`config.mk`:
```
export PLATFORM = sky130hd
export DESIGN_NAME = intersection_scheduler
export DESIGN_NICKNAME = d
export VERILOG_FILES = /design/src/rtl/intersection_scheduler.sv
export SDC_FILE = /design/constraint.sdc
export NUM_CORES = 1
export LEC_CHECK = 0
export BUFFER_PORTS_ARGS = -buffer_cell sky130_fd_sc_hd__clkbuf_2
export CORE_ASPECT_RATIO = 0.9
export CORE_UTILIZATION = 35
export DETAILED_ROUTE_END_ITERATION = 8
export GPL_TIMING_DRIVEN = 0
export PLACE_DENSITY = 0.51
export SLEW_MARGIN = 20
export SYNTH_ARGS = -nofsm -noshare
export SYNTH_HDL_FRONTEND = slang
export SYNTH_SLANG_ARGS = --single-unit
```
`constraint.sdc`:
```
create_clock -name clk -period 2.2 [get_ports clk]
set_input_delay 0.44 -clock clk [delete_from_list [all_inputs] [get_ports clk]]
set_output_delay 0.44 -clock clk [all_outputs]
set_load 0.01 [all_outputs]
```
`src/rtl/intersection_scheduler.sv`:
```
// -----------------------------------------------------------------------------
// intersection_scheduler
//
// Controls right-of-way between the north-south (NS) and east-west (EW)
// approaches. It latches requests from both approaches and holds each green
// phase between GREEN_MIN and GREEN_MAX cycles. Every handover passes through
// a yellow phase and then an all-red clearance phase.
//
// Optional feature: defining INTERSECTION_FLASH_EN adds the `flash` input and
// the FLASH phase (encoding 6). In FLASH, the NS yellow and EW red lamps blink
// together with a 64-cycle half period.
//
// Ports:
//   clk               system clock, rising edge
//   rst_n             asynchronous active-low reset
//   req_ns, req_ew    right-of-way requests (level or single-cycle pulse)
//   flash             (INTERSECTION_FLASH_EN only) flashing-mode request
//   ns_r/ns_y/ns_g    NS lamps, registered
//   ew_r/ew_y/ew_g    EW lamps, registered
//   phase             current phase encoding, registered
//                     0 NS_GREEN, 1 NS_YELLOW, 2 ALLRED_A, 3 EW_GREEN,
//                     4 EW_YELLOW, 5 ALLRED_B, 6 FLASH, 7 unused
//   pend_ns, pend_ew  latched pending-request flags
// -----------------------------------------------------------------------------
module intersection_scheduler #(
  parameter int GREEN_MIN  = 512,
  parameter int GREEN_MAX  = 1024,
  parameter int YELLOW_LEN = 256,
  parameter int ALLRED_LEN = 64,
  parameter int CNT_W      = 11
) (
  input  logic       clk,
  input  logic       rst_n,
  input  logic       req_ns,
  input  logic       req_ew,
`ifdef INTERSECTION_FLASH_EN
  input  logic       flash,
`endif
  output logic       ns_r,
  output logic       ns_y,
  output logic       ns_g,
  output logic       ew_r,
  output logic       ew_y,
  output logic       ew_g,
  output logic [2:0] phase,
  output logic       pend_ns,
  output logic       pend_ew
);

  typedef enum logic [2:0] {
    NS_GREEN  = 3'd0,
    NS_YELLOW = 3'd1,
    ALLRED_A  = 3'd2,
    EW_GREEN  = 3'd3,
    EW_YELLOW = 3'd4,
    ALLRED_B  = 3'd5,
    FLASH     = 3'd6,
    UNUSED    = 3'd7
  } phase_t;

  localparam logic [CNT_W-1:0] G_MIN_M1  = CNT_W'(GREEN_MIN - 1);
  localparam logic [CNT_W-1:0] G_MAX_M1  = CNT_W'(GREEN_MAX - 1);
  localparam logic [CNT_W-1:0] YEL_M1    = CNT_W'(YELLOW_LEN - 1);
  localparam logic [CNT_W-1:0] RED_M1    = CNT_W'(ALLRED_LEN - 1);
  localparam logic [CNT_W-1:0] CNT_MAX   = {CNT_W{1'b1}};

  // The phase counter holds at its maximum value. It never wraps, so a stuck
  // phase cannot appear to restart its dwell time.
  function automatic logic [CNT_W-1:0] sat_inc(input logic [CNT_W-1:0] v);
    return (v == CNT_MAX) ? v : v + CNT_W'(1);
  endfunction

  phase_t           state, state_nxt;
  logic [CNT_W-1:0] cnt, cnt_nxt;
  logic             pend_ns_nxt, pend_ew_nxt;
  logic [5:0]       lamps, lamps_nxt;   // {ns_r, ns_y, ns_g, ew_r, ew_y, ew_g}
  logic             entering;
  logic             req_ok;

`ifdef INTERSECTION_FLASH_EN
  logic [5:0] flash_tmr, flash_tmr_nxt;
  logic       flash_lamp, flash_lamp_nxt;
`endif

  // ---- stage: next-state / next-output decode ----
  always_comb begin
    state_nxt = state;
    case (state)
      NS_GREEN:
        if ((cnt >= G_MIN_M1 && (pend_ew || req_ew)) || cnt == G_MAX_M1)
          state_nxt = NS_YELLOW;
      NS_YELLOW: if (cnt == YEL_M1) state_nxt = ALLRED_A;
      ALLRED_A:  if (cnt == RED_M1) state_nxt = EW_GREEN;
      EW_GREEN:
        if ((cnt >= G_MIN_M1 && (pend_ns || req_ns)) || cnt == G_MAX_M1)
          state_nxt = EW_YELLOW;
      EW_YELLOW: if (cnt == YEL_M1) state_nxt = ALLRED_B;
      ALLRED_B:  if (cnt == RED_M1) state_nxt = NS_GREEN;
`ifdef INTERSECTION_FLASH_EN
      FLASH:     if (!flash) state_nxt = ALLRED_B;
`endif
      default:   state_nxt = NS_GREEN;
    endcase
`ifdef INTERSECTION_FLASH_EN
    // Flash overrides every phase, including yellow and all-red.
    if (flash) state_nxt = FLASH;
`endif
  end

  always_comb begin
    entering = (state_nxt != state);
    cnt_nxt  = entering ? '0 : sat_inc(cnt);

`ifdef INTERSECTION_FLASH_EN
    req_ok = (state != FLASH);
`else
    req_ok = 1'b1;
`endif

    // Entry into an approach's own green clears its request. The clear is
    // applied after the set, so it wins when both occur on the same edge.
    pend_ns_nxt = pend_ns;
    pend_ew_nxt = pend_ew;
    if (req_ok && req_ns && state != NS_GREEN) pend_ns_nxt = 1'b1;
    if (req_ok && req_ew && state != EW_GREEN) pend_ew_nxt = 1'b1;
    if (entering && state_nxt == NS_GREEN) pend_ns_nxt = 1'b0;
    if (entering && state_nxt == EW_GREEN) pend_ew_nxt = 1'b0;

`ifdef INTERSECTION_FLASH_EN
    flash_tmr_nxt  = flash_tmr;
    flash_lamp_nxt = flash_lamp;
    if (state_nxt == FLASH) begin
      pend_ns_nxt = 1'b0;
      pend_ew_nxt = 1'b0;
      if (entering) begin
        flash_tmr_nxt  = '0;
        flash_lamp_nxt = 1'b1;
      end else begin
        flash_tmr_nxt = flash_tmr + 6'd1;
        if (flash_tmr == 6'd63) flash_lamp_nxt = ~flash_lamp;
      end
    end
`endif

    // The lamps are decoded from the next phase. They are then registered on
    // the same edge as the phase, so each lamp stays lit for the full phase.
    lamps_nxt = 6'b000_000;
    case (state_nxt)
      NS_GREEN:  lamps_nxt = 6'b001_100;
      NS_YELLOW: lamps_nxt = 6'b010_100;
      ALLRED_A:  lamps_nxt = 6'b100_100;
      EW_GREEN:  lamps_nxt = 6'b100_001;
      EW_YELLOW: lamps_nxt = 6'b100_010;
      ALLRED_B:  lamps_nxt = 6'b100_100;
`ifdef INTERSECTION_FLASH_EN
      FLASH:     lamps_nxt = {1'b0, flash_lamp_nxt, 1'b0, flash_lamp_nxt, 2'b00};
`endif
      default:   lamps_nxt = 6'b100_100;
    endcase
  end

  // ---- stage: registered state and outputs ----
  always_ff @(posedge clk or negedge rst_n) begin
    if (!rst_n) begin
      state   <= NS_GREEN;
      cnt     <= '0;
      pend_ns <= 1'b0;
      pend_ew <= 1'b0;
      lamps   <= 6'b001_100;
    end else begin
      state   <= state_nxt;
      cnt     <= cnt_nxt;
      pend_ns <= pend_ns_nxt;
      pend_ew <= pend_ew_nxt;
      lamps   <= lamps_nxt;
    end
  end

`ifdef INTERSECTION_FLASH_EN
  always_ff @(posedge clk or negedge rst_n) begin
    if (!rst_n) begin
      flash_tmr  <= '0;
      flash_lamp <= 1'b0;
    end else begin
      flash_tmr  <= flash_tmr_nxt;
      flash_lamp <= flash_lamp_nxt;
    end
  end
`endif

  assign {ns_r, ns_y, ns_g, ew_r, ew_y, ew_g} = lamps;
  assign phase = state;

endmodule
```
Word level (Yosys, flattened, before mapping). Cells that the tools add are included.

Logic and storage cells: 51. Output and inout bits: 11. Flip-flop bits (word level): 22. Input port bits: 4. ROM bits: 0. Memory bits (writable): 0. Latch bits: 0. Memories kept: 0.

Magnitude comparators: 1. Muxes and demuxes: 14. Bitwise operators: 0. Reduce and logical (&&, ||, !) cells: 15. Multipliers: 0. Add/sub/neg operators: 1. Div/mod/pow operators: 0. Equal/unequal tests: 15. Shift-type cells: 0.

Operator list (number): one-hot mux 6 bit (4 select lines) (1); 2-to-1 mux 11 bit (2); 2-to-1 mux 3 bit (6); one-hot mux 3 bit (6 select lines) (1); adder 11 x 1 -> 11 bit, second input constant (1); equality test 11 x 10 -> 1 bit, second input constant (1); equality test 11 bit, second input constant (1); equality test 11 x 6 -> 1 bit, second input constant (1); equality test 11 x 8 -> 1 bit, second input constant (1); >= comparator 11 x 9 -> 1 bit, second input constant (1); equality test 3 x 2 -> 1 bit, second input constant (3); equality test 3 bit, second input constant (3); equality test 3 x 1 -> 1 bit, second input constant (2); logical AND 1 bit (6); logical NOT 3 bit (2); logical OR 1 bit (4); 2-to-1 mux 1 bit (4); nonzero test 2 bit (2); != test 3 x 2 -> 1 bit, second input constant (1); != test 3 bit (1); nonzero test 3 bit (1); != test 2 bit, second input constant (1).

Longest topological paths before layout. Gate-level depths: netlist (run 1).

Word-level depth: 8. Depth in mapped cells: 7. Depth with buffers taken out: 6.

Worst setup path after synthesis (run 1). Ideal clock, no wire load.

Kind: register to register. From: register cnt[0]. To: register cnt[6]. Required time: 2080 ps. Path buffers: 1. Setup slack: 233 ps. Period minus slack after synthesis: 1967 ps. Cell stages (with the launch flop): 8. Library setup time: 120 ps. Arrival: 1847 ps. Cell sequence: dfrtp_1 ha_1 nor4b_4 nand3_1 o2111a_1 a211oi_2 buf_4 nor2_1.

Cells in the longest elaborated chain, start to end: 7. Elaborated cells on any way between the ends: 21. Those cells by class: 1 x add/sub; 1 x order compare; 6 x eq/ne; 9 x mux; 4 x reduce/logical.

RTL lines: start, declared (line 74) `logic [CNT_W-1:0] cnt, cnt_nxt;`; start signal, assigned (line 172) `cnt <= cnt_nxt;`; >= comparator 11 x 9 -> 1 bit (line 90, 95); logical AND 1 bit, on equally long branches (line 95, 90); logical OR 1 bit, on equally long branches (line 95, 90); 2-to-1 mux 3 bit, on equally long branches (line 95, 90); one-hot mux 3 bit (6 select lines) (line 88) `case (state)`; != test 3 bit (line 111) `entering = (state_nxt != state);`; != test 2 bit (no source line) / 2-to-1 mux 11 bit (equally long branches).

Parallel ways exist; a longest one is shown, timed or not. The select of a mux whose other input is x is not followed. A chain may end at the register's enable or synchronous reset.

Worst setup path in the final report (run 1).
From: register cnt[0]. To: register cnt[4].

Same word-level chain as after synthesis.

==> results of run 1 <==
per-stage QoR:
stage | setup WS, ns | cells | cell area [um2]
6_report | 0.126 | 201 | 1520
3_3_place_gp | -0.109 | 193 | 1380
3_5_place_dp | -0.127 | 193 | 1380
4_1_cts | 0.00197 | 198 | 1460
5_1_grt | -0.00436 | 201 | 1520
2_1_floorplan | 0.233 | 135 | 1250
state kept, by name, summed over array words and instances (netlist names):
name	count
lamps	6
pend_ew	1
pend_ns	1
phase	3
cnt	11
final timing paths:
path	cells past startpoint	startpoint	endpoint	slack, ns
worst max-delay path	7	cnt[0]	cnt[4]	0.13
worst min-delay path	1	rst_n	lamps[4]	0.15
worst max register to register	7	cnt[0]	cnt[4]	0.13
worst min register to register	2	pend_ns	pend_ns	0.54
max in group asynchronous	1	rst_n	cnt[0]	1.65
min in group clk	3	req_ns	pend_ns	0.46
synthesized netlist by cell type, types with 2 or more instances:
cell	instances
o211a_1	2
dfrtp_1	20
mux2i_1	2
and2_1	2
dfstp_2	2
nor3_1	2
nor2b_1	3
o21ai_0	7
nand4_1	3
nand2b_1	2
inv_1	2
or3_1	3
clkbuf_1	3
a21oi_1	9
nor2_1	22
o31ai_1	2
nand2_1	12
buf_2	4
and3_1	2
nand3_1	7
a31oi_1	2
xor2_1	2
report_power, final:
group	switching [mW]	internal [mW]	leakage, nW
combinational	0.00855	0.00192	0.399
sequential	0.000000000000000111	0.404	0.216
clock	0.132	0.243	0.0357
per-layer routing:
layer	global-route usage, %	up-vias
met5	0	-
met4	2.86	0
met3	4.46	4
met2	23.1	32
met1	21.3	484
li1	-	531
final cells by class:
class	instances	area (um2)	area share, %
multi-input cells	103	687	45.3
inverters	2	7.51	0.495
well taps	44	55.1	3.63
plain buffers	8	38.8	2.56
flip-flops and latches	22	556	36.7
clock inverters	1	30.0	1.98
clock buffers	3	41.3	2.73
repair buffers	18	100	6.61
logic make-up (layout without fill, tap and decap cells):
family	Yosys count	count (layout)	synth area share [%]
flip-flops	22	22	44.2
AO/OA/AOI/OAI	34	34	20.6
buffers and inverters	10	32	3.70
XOR/XNOR	3	3	2.10
AND/OR/NAND/NOR	63	63	26.7
adder cells (fa/ha/maj)	1	1	1.00
multiplexers	2	2	1.60
repair_timing:
item | CTS | global route
setup buffers | 1 | 3
pin swaps | 0 | 2
setup endpoints to repair | 10 | 12
gates resized for setup | 2 | 6
critical path: stages, from the launching register on:
cell      delay, ns
dfrtp_2        0.43
ha_4           0.19
nand4_1        0.26
buf_4          0.24
or3_1          0.32
buf_2          0.18
nor2b_1        0.15
a211oi_1       0.22
==> impl_metrics.toml, run 1 <==
[synthesis]
ys_types = 42
syn-instance-count = 135
syn_area_per_cell_um2 = 9.26
synth-seq-cells = 22
syn_nets = 140
yosys.area.top_type = "dfrtp_1"
synth_top_area_share_pct = 40.0
ys_seq_area_share_pct = 44.2
yosys_warnings = 0
synth_area_leaders = "dfrtp_1, nor2_1, dfstp_2, a21oi_1, nand2_1"
synth-edff-count = 0
synthArstFlopShare_pct = 100
synth_flop_cell = "dfrtp_1"
netlist_area_mm2 = 0.00125

[global_routing]
grt_start_max_net_pins = 23
antenna_found_initial = 0
grt_pass1_vias = 881
grt.total_usage_pct = 15.1
overflow = 0
grt_pass1_wl_um = 4310

[timing]
hold-worst-slack_ns = 0.147
hold_viol_final = 0
timing.final.crit_share_pct = 94.3
fin_setup_tns_ns = 0
maxSlewViolCount = 0
timing.fmax_mhz = 482
maxSlewHeadroom_pct = 63.4
finClkSkew_ns = 0.00314
tightestPinTransition_ns = 0.549
setup_viol = 0
layout_min_cycle_time_ns = 2.07

[min_path]
worst_hold_path_type = "in -> async"

[floorplanning]
rows = 20
core_area_mm2 = 0.00340
die_area_mm2 = 0.00381
die_w_um = 65.0
chipHeight_um = 58.7
start_util_pct = 36.7
io_pins = 15

[routing]
routed-wl-met3_um = 185
routedWlPerCell_um = 14.2
ant_nets = 0
routed_via_density = 5.23
first_iter_violations = 84
route.detailed.drc = 0
num_vias = 1051
m1WireLength_um = 1430
first_pass_iters = 4
highest_layer = "met4"
drt-total-wl_um = 2860
wl_met2_um = 1230

[clocking]
insertion_delay_ns = 0.26
cts_tree = "yes"
ctsHoldBuffers = 0
clock-root-buffer = "clkbuf_8"
clk_pin_slew_ns = 0.08
cts_sinks = 22
htree_levels = 1
clk_path_buf_depth = 2
cts_made_buffers = 3

[cells_and_area]
diodes = 0
final_common_cell = "nor2_1"
fillers = 355
synthToLayoutAreaGrowth_pct = 21.2
drive_gt1_share_pct = 26.8
postLayoutCoreUtil_pct = 44.5
layout.nets = 163
final_cell_mix = "nor2_1, dfrtp_1, clkbuf_2"

[status]
status = "complete, no violations"

[setup_path]
arrival_ns = 2.25
crit_required_ns = 2.38
path_class = "reg -> reg"
cp_max_fo = 8
setup.worst_path.start_class = "flip-flop"
setup.worst_path.end_class = "flip-flop"

[placed_design]
hpwl_um = 2000
port_buffers = 14
place.gp.congestion = 0.811

[power_and_ir_drop]
power_density_mw_per_mm2 = 521
power_mw = 0.790
cellLeakagePower_nw = 0.650
ir_drop_v = 0.000387

[job]
max_cap_viol_count = 0
No activity file was read; power rests on OpenSTA's default activity.
==> inputs of run 2 (changes only) <==
--- a/config.mk
+++ b/config.mk
@@ -10,6 +10,7 @@
 export CORE_UTILIZATION = 35
 export DETAILED_ROUTE_END_ITERATION = 8
 export GPL_TIMING_DRIVEN = 0
+export MAX_ROUTING_LAYER = met4
 export PLACE_DENSITY = 0.51
 export SLEW_MARGIN = 20
 export SYNTH_ARGS = -nofsm -noshare
==> impl_metrics.toml, run 2 (synthesized netlist as in run 1, its figures left out) <==
[status]
status = "complete, no violations"

[global_routing]
grt.total_usage_pct = 15.6
grt_pass1_vias = 883
overflow = 0
antenna_found_initial = 0
grt_start_max_net_pins = 23
grt_pass1_wl_um = 4310

[cells_and_area]
drive_gt1_share_pct = 26.8
top_register = "cnt"
synthToLayoutAreaGrowth_pct = 21.2
largest_reg_flops = 11
final_common_cell = "nor2_1"
final_cell_area_mm2 = 0.00152
layout.nets = 163
final_cell_mix = "nor2_1, dfrtp_1, clkbuf_2"
diodes = 0

[timing]
fin_setup_tns_ns = 0
maxSlewViolCount = 0
maxSlewHeadroom_pct = 63.5
setup_viol = 0
timing.fmax_mhz = 482
timing.final.crit_share_pct = 94.3
finClkSkew_ns = 0.00311
layout_min_cycle_time_ns = 2.07
tightestPinTransition_ns = 0.548
hold_viol_final = 0

[routing]
route.detailed.drc = 0
routedWlPerCell_um = 14.2
drt-total-wl_um = 2860
num_vias = 1053
first_iter_violations = 86
first_pass_iters = 4
ant_nets = 0
routed_via_density = 5.24

[setup_path]
setup.worst_path.end_class = "flip-flop"
reg2reg_depth = 7
arrival_ns = 2.25
reg2reg_slack_ns = 0.13
regToRegEndpoint = "cnt[4]"
r2r_start = "cnt[0]"
setup.worst_path.start_class = "flip-flop"
path_class = "reg -> reg"
cp_max_fo = 8
crit_required_ns = 2.38

[clocking]
clock-root-buffer = "clkbuf_8"
clk_path_buf_depth = 2
cts_sinks = 22
cts_tree = "yes"
clk_pin_slew_ns = 0.08
insertion_delay_ns = 0.26
htree_levels = 1
cts_made_buffers = 3

[placed_design]
dpl-instance-area_mm2 = 0.00138
port_buffers = 14
hpwl_um = 2000
place.gp.congestion = 0.822

[power_and_ir_drop]
cellLeakagePower_nw = 0.650
power_density_mw_per_mm2 = 521
ir_drop_v = 0.000387

[floorplanning]
chipHeight_um = 58.7
core_area_mm2 = 0.00340
die_w_um = 65.0
io_pins = 15
rows = 20
start_util_pct = 36.7
die_area_mm2 = 0.00381

[min_path]
worst_hold_path_type = "in -> async"

[job]
max_cap_viol_count = 0
==> run 2: how the worst max path moves through the flow <==
stage            from     end  slack (ns)  depth (start not counted)
2_1_floorplan  cnt[0]  cnt[6]        0.23                          7
5_1_grt        cnt[0]  cnt[1]      -0.004                          7
6_report       cnt[0]  cnt[4]        0.13                          7
3_5_place_dp   cnt[0]  cnt[9]       -0.13                          7
3_3_place_gp   cnt[0]  cnt[9]       -0.11                          7
4_1_cts        cnt[0]  cnt[9]       0.002                          7
==> run 2: stage by stage <==
step	std cells	power, mW	utilization [%]	setup WS [ns]	hold WS (ns)
after detailed placement	193	0.424	40.4	-0.127	0.460
final	201	0.790	44.5	0.126	0.146
after global routing	201	0.820	44.5	-0.00436	0.188
after CTS	198	0.806	42.9	0.00197	0.165
after floorplan	135	0.412	-	0.233	0.144
after global placement	193	0.423	40.4	-0.109	0.451
==> run 2: final cells by class <==
type	count	area, um2
fillers	355	1890
multi-input cells	103	687
flip-flops and latches	22	556
repair buffers	18	100
well taps	44	55.1
clock buffers	3	41.3
plain buffers	8	38.8
clock inverters	1	30.0
inverters	2	7.51
==> run 2: power by group <==
group | switching, mW | internal, mW
Combinational | 0.00852 | 0.00192
Sequential | 0.000000000000000111 | 0.404
Clock | 0.132 | 0.243
Total | 0.141 | 0.649
==> run 2: timing repair <==
| action | in CTS | in global routing |
|---|---|---|
| gates resized for setup | 2 | 6 |
| hold buffers | 0 | 0 |
| endpoints found under the setup margin | 10 | 12 |
| setup buffers | 1 | 3 |
| pin swaps | 0 | 2 |
==> run 2: layer usage <==
metal	wire [um]	GRT usage, %	vias to the layer above
li1	-	-	532
met3	156	4.26	2
met4	12	2.86	0
met1	1440	21.5	485
met2	1250	23.1	34
met5	0	-	-
==> run 2: critical path, stage by stage, from the launching register on <==
cell and delay, ns:
dfrtp_2 0.43, ha_4 0.19, nand4_1 0.26, buf_4 0.24, or3_1 0.32, buf_2 0.18
nor2b_1 0.15, a211oi_1 0.22
==> inputs of run 3 (changes only) <==
==> constraint.sdc (replaced) <==
create_clock -name clk -period 2.48 [get_ports clk]
set_input_delay 0.496 -clock clk [delete_from_list [all_inputs] [get_ports clk]]
set_output_delay 0.496 -clock clk [all_outputs]
set_load 0.01 [all_outputs]
==> impl_metrics.toml, run 3 (synthesized netlist as in run 1, its figures left out) <==
[timing]
hold_viol_final = 0
worst_slack_ns = 0.209
timing.fmax_mhz = 440
maxSlewHeadroom_pct = 63.5
timing.final.crit_share_pct = 91.6
tightestPinTransition_ns = 0.548
layout_min_cycle_time_ns = 2.27
hold-worst-slack_ns = 0.200
fin_setup_tns_ns = 0
maxSlewViolCount = 0
setup_viol = 0
finClkSkew_ns = 0.00475
rsz0062_at_grt = "no"

[setup_path]
cp_slowest_cell = "dfrtp_1"
path_class = "reg -> reg"
path_cells = "ha_1, nand4_1, o31ai_2, a32oi_1, a211oi_2, buf_4, a21oi_1"
r2r_start = "cnt[0]"
setup.worst_path.end_class = "flip-flop"
setup.worst_path.start_class = "flip-flop"
arrival_ns = 2.42
cp_max_fo = 10
max_stage_delay_ns = 0.43
crit_required_ns = 2.62
setup.worst_path.start = "cnt[0]"

[global_routing]
antenna_found_initial = 0
grt_pass1_vias = 853
grt.total_usage_pct = 15.0
overflow = 0
grt_pass1_wl_um = 4170
grt_start_max_net_pins = 23

[job]
max_cap_viol_count = 0

[power_and_ir_drop]
seq_power_share_pct = 51.2
ir_drop_v = 0.000349
pwr-share-comb_pct = 1.3
clkPwrFrac_pct = 47.5
power_density_mw_per_mm2 = 480
p_int_mw = 0.576
p_sw_mw = 0.125
swShare_pct = 17.8
cellLeakagePower_nw = 0.631

[placed_design]
port_buffers = 14
dp_slack_ns = 0.153
place.gp.congestion = 0.822
hpwl_um = 2000

[routing]
num_vias = 1039
routedWlPerCell_um = 13.9
routed_via_density = 5.25
first_iter_violations = 78
ant_nets = 0
drt-total-wl_um = 2760
route.detailed.drc = 0
first_pass_iters = 5

[cells_and_area]
largest_reg_flops = 11
postLayoutCoreUtil_pct = 42.9
synthToLayoutAreaGrowth_pct = 16.7
top_register = "cnt"
diodes = 0
drive_gt1_share_pct = 22.1
final_common_cell = "nor2_1"
layout.nets = 160
final_cell_mix = "nor2_1, dfrtp_1, clkbuf_2"

[status]
status = "complete, no violations"

[clocking]
clock-root-buffer = "clkbuf_8"
cts_tree = "yes"
htree_levels = 1
insertion_delay_ns = 0.26
cts_made_buffers = 3
ctsHoldBuffers = 0
cts_sinks = 22
clk_path_buf_depth = 2
clk_pin_slew_ns = 0.08

[floorplanning]
chipHeight_um = 58.7
die_w_um = 65.0
start_util_pct = 36.7
io_pins = 15
rows = 20
die_area_mm2 = 0.00381
core_area_mm2 = 0.00340

[min_path]
worst_hold_path_type = "in -> async"
## run 3: changes by cell type in the layout (fill, tap and decap cells not counted)
cell     previous run  this run
buf_4               5         2
dfrtp_1            18        20
dfrtp_2             2         0
ha_1                0         1
ha_4                1         0
nand3_1             6         7
nand3_2             1         0
o31ai_1             0         1
o31ai_4             1         0
## run 3: cell type report
cell class	count	area (um2)
plain buffers	8	38.8
clock buffers	3	41.3
clock inverters	1	30.0
fillers	356	1940
inverters	2	7.51
multi-input cells	103	656
flip-flops and latches	22	553
well taps	44	55.1
repair buffers	15	77.6
## run 3: worst max-delay path: cells and delay by family, from the launching register on
| kind | cells | cell delay (ns) |
|---|---|---|
| adder cells (fa/ha/maj) | 1 | 0.33 |
| AND/OR/NAND/NOR | 1 | 0.28 |
| AO/OA/AOI/OAI | 4 | 0.90 |
| buffers and inverters | 1 | 0.22 |
| flip-flops | 1 | 0.43 |
## run 3: metrics by stage
step,instance area [um2],instances,total power [mW]
after global routing,1460,198,0.728
after global placement,1380,193,0.375
final,1460,198,0.701
after detailed placement,1380,193,0.376
after floorplan,1250,135,0.366
after CTS,1450,197,0.715
## run 3: worst paths after layout
check | cells past startpoint | to | slack, ns
max reg2reg | 7 | cnt[9] | 0.21
min reg2reg | 2 | pend_ns | 0.54
min | 1 | lamps[4] | 0.20
min in group clk | 3 | pend_ns | 0.51
max in group asynchronous | 1 | lamps[2] | 1.90
max | 7 | cnt[9] | 0.21
## run 3: per-layer routing
layer  wire, um  global-route usage [%]  share of wire (%)  up-vias
met1       1450                    21.3                 53      473
met4         18                    2.86               0.65        0
met5          0                       -                  0        -
met2       1150                    21.3                 42       34
met3        133                    4.26                4.8        6
li1           -                       -                  -      526
## run 3: power by group through the flow
stage | logic, mW | registers [mW] | clock network, mW
finish | 0.00924 | 0.359 | 0.333
global placement | 0.00977 | 0.366 | 0
CTS | 0.0101 | 0.359 | 0.346
global route | 0.0113 | 0.359 | 0.358
detailed placement | 0.0102 | 0.366 | 0
floorplan | 0.0000557 | 0.366 | 0
## run 3: repair_timing
item	in CTS	in global routing
endpoints found under the hold margin	0	0
endpoints found under the setup margin	0	10
gates resized for setup	0	1
setup buffers	0	1
